==> src/rtl/touch_hold_pkg.sv <==
// Shared types and constants for the touch hold sequencer: FSM states, quadrant code,
// colour counter reset values and count directions.
package touch_hold_pkg;

   typedef enum logic [1:0] {S_IDLE, S_DEBOUNCE, S_HOLD} state_t;

   typedef logic [1:0] area_t;

   // Index [q] holds quadrant q; q0/q3 count up, q1/q2 count down.
   localparam logic [3:0][2:0] COUNT_RESET = {3'd0, 3'd7, 3'd7, 3'd0};
   localparam logic [3:0]      COUNT_DIR   = 4'b1001;

   // Bit 0 is the X half, bit 1 the Y half; equal to the split goes high side.
   function automatic area_t decode_area(input logic [11:0] x, input logic [11:0] y,
                                         input logic [11:0] split);
      return {(y >= split), (x >= split)};
   endfunction

endpackage

==> src/rtl/bcd4_sat_counter.sv <==
// Four-digit BCD up-counter saturating at 9999; Clear wins over Inc, one-cycle update.
// No backpressure: Inc is a single-cycle request honoured on the same edge.
module bcd4_sat_counter (
   input  logic        Clock,
   input  logic        Resetn,
   input  logic        Clear,
   input  logic        Inc,
   output logic [15:0] Bcd
);

   logic [15:0] bcd_next;
   logic        carry;

   always_comb begin
      bcd_next = Bcd;
      carry    = 1'b1;
      for (int d = 0; d < 4; d++) begin
         if (carry) begin
            if (Bcd[d*4 +: 4] == 4'd9) begin
               bcd_next[d*4 +: 4] = 4'd0;
            end else begin
               bcd_next[d*4 +: 4] = Bcd[d*4 +: 4] + 4'd1;
               carry              = 1'b0;
            end
         end
      end
   end

   always_ff @(posedge Clock) begin
      if (!Resetn || Clear) begin
         Bcd <= 16'h0000;
      end else if (Inc && (Bcd != 16'h9999)) begin
         Bcd <= bcd_next;
      end
   end

endmodule

==> src/rtl/touch_hold_sequencer.sv <==
// Debounces the touched quadrant, then emits a hold step every HOLD_MS; step is registered
// one cycle after the qualifying ms tick, counters one cycle later. No backpressure.
module touch_hold_sequencer
   import touch_hold_pkg::*;
#(
   parameter int CLK_PER_MS  = 50000,
   parameter int HOLD_MS     = 1000,
   parameter int DEBOUNCE_MS = 20,
   parameter int SPLIT       = 2048
) (
   input  logic        Clock,
   input  logic        Resetn,
   input  logic        Touch_En,
   input  logic        Coord_En,
   input  logic [11:0] X_Coord,
   input  logic [11:0] Y_Coord,
   output logic [1:0]  Area_code,
   output logic        Area_valid,
   output logic        Step_pulse,
   output logic [11:0] Count_q,
   output logic [2:0]  Max_count,
   output logic [15:0] Timer_bcd
);

   localparam int PW = $clog2(CLK_PER_MS);
   localparam int DW = $clog2(DEBOUNCE_MS + 1);
   localparam int HW = $clog2(HOLD_MS + 1);
   localparam logic [PW-1:0] PRESC_LAST = PW'(CLK_PER_MS - 1);
   localparam logic [DW-1:0] DEB_LAST   = DW'(DEBOUNCE_MS - 1);
   localparam logic [HW-1:0] HOLD_LAST  = HW'(HOLD_MS - 1);
   localparam logic [11:0]   SPLIT_C    = 12'(SPLIT);

   state_t           state, next_state;
   logic [PW-1:0]    presc;
   logic [DW-1:0]    deb_cnt;
   logic [HW-1:0]    hold_cnt;
   logic [11:0]      x_reg, y_reg;
   logic [3:0][2:0]  cnt;
   logic [2:0]       max_next;
   area_t            in_area, cand_area;
   logic             ms_tick, touch_start, rearm, arm_hold, step_now;

   // in_area judges a coordinate on its strobe cycle, cand_area is the armed (latched) one.
   assign in_area     = decode_area(X_Coord, Y_Coord, SPLIT_C);
   assign cand_area   = decode_area(x_reg, y_reg, SPLIT_C);
   assign ms_tick     = (state != S_IDLE) && (presc == PRESC_LAST);
   assign touch_start = (state == S_IDLE) && Touch_En && Coord_En;

   always_ff @(posedge Clock) begin
      if (!Resetn) state <= S_IDLE;
      else         state <= next_state;
   end

   // Release beats area change beats a completing tick.
   always_comb begin
      next_state = state;
      rearm      = 1'b0;
      arm_hold   = 1'b0;
      step_now   = 1'b0;
      case (state)
         S_IDLE: begin
            if (Touch_En && Coord_En) next_state = S_DEBOUNCE;
         end
         S_DEBOUNCE: begin
            if (!Touch_En) begin
               next_state = S_IDLE;
            end else if (Coord_En && (in_area != cand_area)) begin
               rearm = 1'b1;
            end else if (ms_tick && (deb_cnt == DEB_LAST)) begin
               next_state = S_HOLD;
               arm_hold   = 1'b1;
            end
         end
         S_HOLD: begin
            if (!Touch_En) begin
               next_state = S_IDLE;
            end else if (Coord_En && (in_area != Area_code)) begin
               next_state = S_DEBOUNCE;
            end else if (ms_tick && (hold_cnt == HOLD_LAST)) begin
               step_now = 1'b1;
            end
         end
         default: next_state = S_IDLE;
      endcase
   end

   always_ff @(posedge Clock) begin
      if (!Resetn) begin
         presc      <= '0;
         deb_cnt    <= '0;
         hold_cnt   <= '0;
         x_reg      <= '0;
         y_reg      <= '0;
         Area_code  <= '0;
         Area_valid <= 1'b0;
         Step_pulse <= 1'b0;
      end else begin
         Step_pulse <= step_now;
         if (Coord_En) begin
            x_reg <= X_Coord;
            y_reg <= Y_Coord;
         end
         if ((next_state != state) || ms_tick || (state == S_IDLE)) presc <= '0;
         else                                                      presc <= presc + PW'(1);
         if (((next_state == S_DEBOUNCE) && (state != S_DEBOUNCE)) || rearm)
            deb_cnt <= '0;
         else if ((state == S_DEBOUNCE) && (next_state == S_DEBOUNCE) && ms_tick)
            deb_cnt <= deb_cnt + DW'(1);
         if (arm_hold || step_now)
            hold_cnt <= '0;
         else if ((state == S_HOLD) && (next_state == S_HOLD) && ms_tick)
            hold_cnt <= hold_cnt + HW'(1);
         if (arm_hold) begin
            Area_code  <= cand_area;
            Area_valid <= 1'b1;
         end else if ((state == S_HOLD) && (next_state != S_HOLD)) begin
            Area_valid <= 1'b0;
         end
      end
   end

   always_ff @(posedge Clock) begin
      if (!Resetn) begin
         cnt <= COUNT_RESET;
      end else if (Step_pulse) begin
         if (COUNT_DIR[Area_code]) cnt[Area_code] <= cnt[Area_code] + 3'd1;
         else                      cnt[Area_code] <= cnt[Area_code] - 3'd1;
      end
   end

   always_comb begin
      max_next = cnt[0];
      for (int i = 1; i < 4; i++) begin
         if (cnt[i] > max_next) max_next = cnt[i];
      end
   end

   always_ff @(posedge Clock) begin
      if (!Resetn) Max_count <= 3'd7;
      else         Max_count <= max_next;
   end

   assign Count_q = cnt;

   bcd4_sat_counter u_timer (
      .Clock  (Clock),
      .Resetn (Resetn),
      .Clear  (touch_start),
      .Inc    (ms_tick),
      .Bcd    (Timer_bcd)
   );

endmodule
==> config.mk <==
export PLATFORM = sky130hd
export DESIGN_NAME = touch_hold_sequencer
export DESIGN_NICKNAME = d
export VERILOG_FILES = /design/src/rtl/touch_hold_pkg.sv /design/src/rtl/bcd4_sat_counter.sv /design/src/rtl/touch_hold_sequencer.sv
export SDC_FILE = /design/constraint.sdc
export NUM_CORES = 1
export LEC_CHECK = 0
export CAP_MARGIN = 0
export CORE_UTILIZATION = 30
export CTS_BUF_LIST = sky130_fd_sc_hd__clkbuf_2
export CTS_CLUSTER_DIAMETER = 40
export DETAILED_ROUTE_END_ITERATION = 10
export MAX_ROUTING_LAYER = met4
export SYNTH_ARGS = -nofsm -noshare
export SYNTH_HDL_FRONTEND = slang
export SYNTH_SLANG_ARGS = --single-unit
==> constraint.sdc <==
create_clock -name Clock -period 10.5 [get_ports Clock]
set_clock_uncertainty 0.15 [all_clocks]
set_input_delay 2.625 -clock Clock [delete_from_list [all_inputs] [get_ports Clock]]
set_output_delay 2.625 -clock Clock [all_outputs]
set_load 0.02 [all_outputs]
==> run summary <==
Critical path peak fanout = 9
Number of library cell types mapped by synthesis = 54
Clock Sinks = 70
Initial DRC count = 195
Mapped Area = 0.00396 mm^2
Cts hold-fix bufs = 0
Internal Dissipation = 0.323 mW
Combinational share of power = 0.036
CTS Buf Count = 9
# fillers = 1309
Via count = 3293
Pleak = 1.59 nW
CTS tree = done
Root Driver = clkbuf_2
Final period utilization = 0.442
Core area = 0.0128 mm^2
Outcome = finished clean
Worst path depth = 1
Sw Ratio = 0.253
Gr usage total = 0.145
Drt first pass iters = 4
Fraction of layout cells with a size suffix above 1 = 0.0911
Post-CTS sizing = 0
Largest net degree at the start of global routing = 24
Most frequent cells in the layout = dfxtp_1, nor2_1, clkdlybuf4s50_1, nand2_1
GRT met3 Usage = 0.0273
Largest registers = presc: 16 flops, u_timer.Bcd: 16 flops, hold_cnt: 10 flops
CP top delay family = buffers and inverters
CP Class = reg -> out
# Max-Cap Violations = 0
Sequential power share = 0.619
Setup Buffers After CTS = 0
Switching power = 0.109 mW
CP bufs+invs = 1
Worst Tran Pin Value = 0.904 ns
Port Buf Inserts = 40
RSZ-0062 raised after global routing = no
GR Util met2 = 0.227
Vias per inst = 5.03
Initial antenna violation count = 0
Post-route ant nets = 0
Crit path required time = 7.73 ns
Post-synth EDFFs = 0
Routed WL = 8.99 mm
Slew margin rel. = 0.397
Die X = 117 um
Die area = 0.0137 mm^2
FMAX = 0.215 GHz
Diode count = 0
Worst setup margin = 5.85 ns
WL per Instance = 13.7 um
Net count, final = 526
# DRC = 0
Worst Hold Class = reg -> reg
Async S/R FF share, synth = 0
CP max-delay cell = clkdlybuf4s50_1
Clock-pin slew of the registers on the worst-case setup and hold paths = 0.16 ns
Vias in the first global route = 3060
H-tree levels = 3
Starting density of the core = 0.310
Crit-path max cell delay = 0.70 ns
Worst IR Drop VDD = 0.0000438 V
Area Overhead vs Synth = 15.9%
Syn Nets = 493
Kind of end point of the critical path = output port
Dpl hpwl = 6.54 mm
Post-Route Utilization = 0.359
Final Max Slew Viols = 0
Synth Warn # = 0
First-pass GRT wire length = 14.9 mm
Dpl ws = 5.37 ns
Mapped Cells = 447
Met1 usage = 0.182
Primary FF master, synth = dfxtp_1
TNS Setup = 0 ns
Critical path, cell by cell = clkdlybuf4s50_1
# setup viols final = 0
Cell Pwr Density = 94.1 mW/mm^2
Register area share after synthesis = 0.354
Placer Congestion = 0.790
Die H = 117 um
Syn Area/Cell = 8.86 um^2
Io pins = 63
FF-to-FF path depth = 18
Most common cell after layout, fill and taps aside = dfxtp_1
Worst-Skew Late Latency = 0.56 ns
CTS Buffer Depth = 2
Startpoint Class = register
Clock power share = 0.344
Hold path depth = 1
Yosys reg bits = 70
Final hold vios = 0
Site Rows = 41
CP arrival = 1.87 ns
Aggregate global routing overflow = 0
Min Clock Period, post-route = 4.65 ns
Global routing's busiest layer = met2
[cell type report]
type                            count  area, um^2  area share
Clock buffer                        9        45.0     0.00981
Sequential cell                    70        1400       0.305
Inverter                           19        71.3      0.0155
Timing Repair Buffer               41         408      0.0889
Multi-Input combinational cell    339        2400       0.522
Clock inverter                      5        52.6      0.0114
Tap cell                          172         215      0.0469
[Yosys cell counts, drive strengths merged, types with 2 or more instances]
| cell type | number | area share |
|---|---|---|
| nand4 | 19 | 0.030 |
| dfxtp | 70 | 0.35 |
| buf | 7 | 0.012 |
| a221o | 2 | 0.0051 |
| nand3b | 5 | 0.0095 |
| inv | 19 | 0.018 |
| a211o | 3 | 0.0066 |
| a32oi | 2 | 0.0044 |
| and3 | 8 | 0.013 |
| or2 | 2 | 0.0032 |
| nor3 | 13 | 0.025 |
| xor2 | 15 | 0.033 |
| and2 | 7 | 0.011 |
| or4b | 3 | 0.0076 |
| nor2 | 58 | 0.055 |
| o21a | 5 | 0.0095 |
| nand3 | 13 | 0.016 |
| o211ai | 6 | 0.011 |
| or3 | 2 | 0.0032 |
| nand2 | 37 | 0.035 |
| nor2b | 5 | 0.0079 |
| nor4bb | 4 | 0.010 |
| clkbuf | 12 | 0.011 |
| nand2b | 2 | 0.0032 |
| nand4b | 2 | 0.0044 |
| nand4bb | 2 | 0.0057 |
| a31oi | 5 | 0.0079 |
| ha | 18 | 0.057 |
| o21ai | 16 | 0.020 |
| xnor2 | 19 | 0.042 |
| and4 | 5 | 0.011 |
| mux2i | 14 | 0.035 |
| a21oi | 19 | 0.025 |
| nor4 | 13 | 0.053 |
| mux4 | 3 | 0.017 |
| and3b | 2 | 0.0044 |
[power groups by stage]
stage                     logic, mW  registers, mW  clock network, mW
after global placement       0.0156          0.273                  0
after detailed placement     0.0157          0.273                  0
after global routing         0.0169          0.268              0.165
final                        0.0156          0.268              0.149
after floorplan              0.0105          0.273                  0
after CTS                    0.0158          0.268              0.155
[final timing paths]
| kind | slack, ns | startpoint | to |
|---|---|---|---|
| hold reg to reg | 0.32 | presc[0] | presc[0] |
| hold / removal | 0.32 | presc[0] | presc[0] |
| setup / recovery | 5.85 | Area_code[0] | Area_code[0] |
| setup reg to reg | 5.94 | Count_q[1] | Max_count[1] |
[per-stage QoR]
stage	power, mW	hold slack [ns]	instance area [um^2]	cells
after floorplan	0.283	0.263	3960	447
after global placement	0.289	0.273	4490	641
after detailed placement	0.289	0.306	4490	641
after CTS	0.438	0.328	4590	655
after global routing	0.450	0.358	4590	655
final	0.432	0.318	4590	655
[kinds of logic after synthesis]
kind of cell,count (synthesis),synth area share
adders and majority gates,18,0.0568
buffers and inverters,38,0.0414
and+or+nand+nor,204,0.314
muxes,17,0.0524
DFF,70,0.354
AOI/OAI and AO/OA,66,0.107
xor gates and xnor gates,34,0.0752
[routing by layer]
metal,vias to the layer above,part of all wire
met3,13,0.033
met5,-,0
met2,42,0.48
met4,0,0.019
li1,1668,-
met1,1570,0.47
Note: power is estimated with default switching activity, not from simulation.
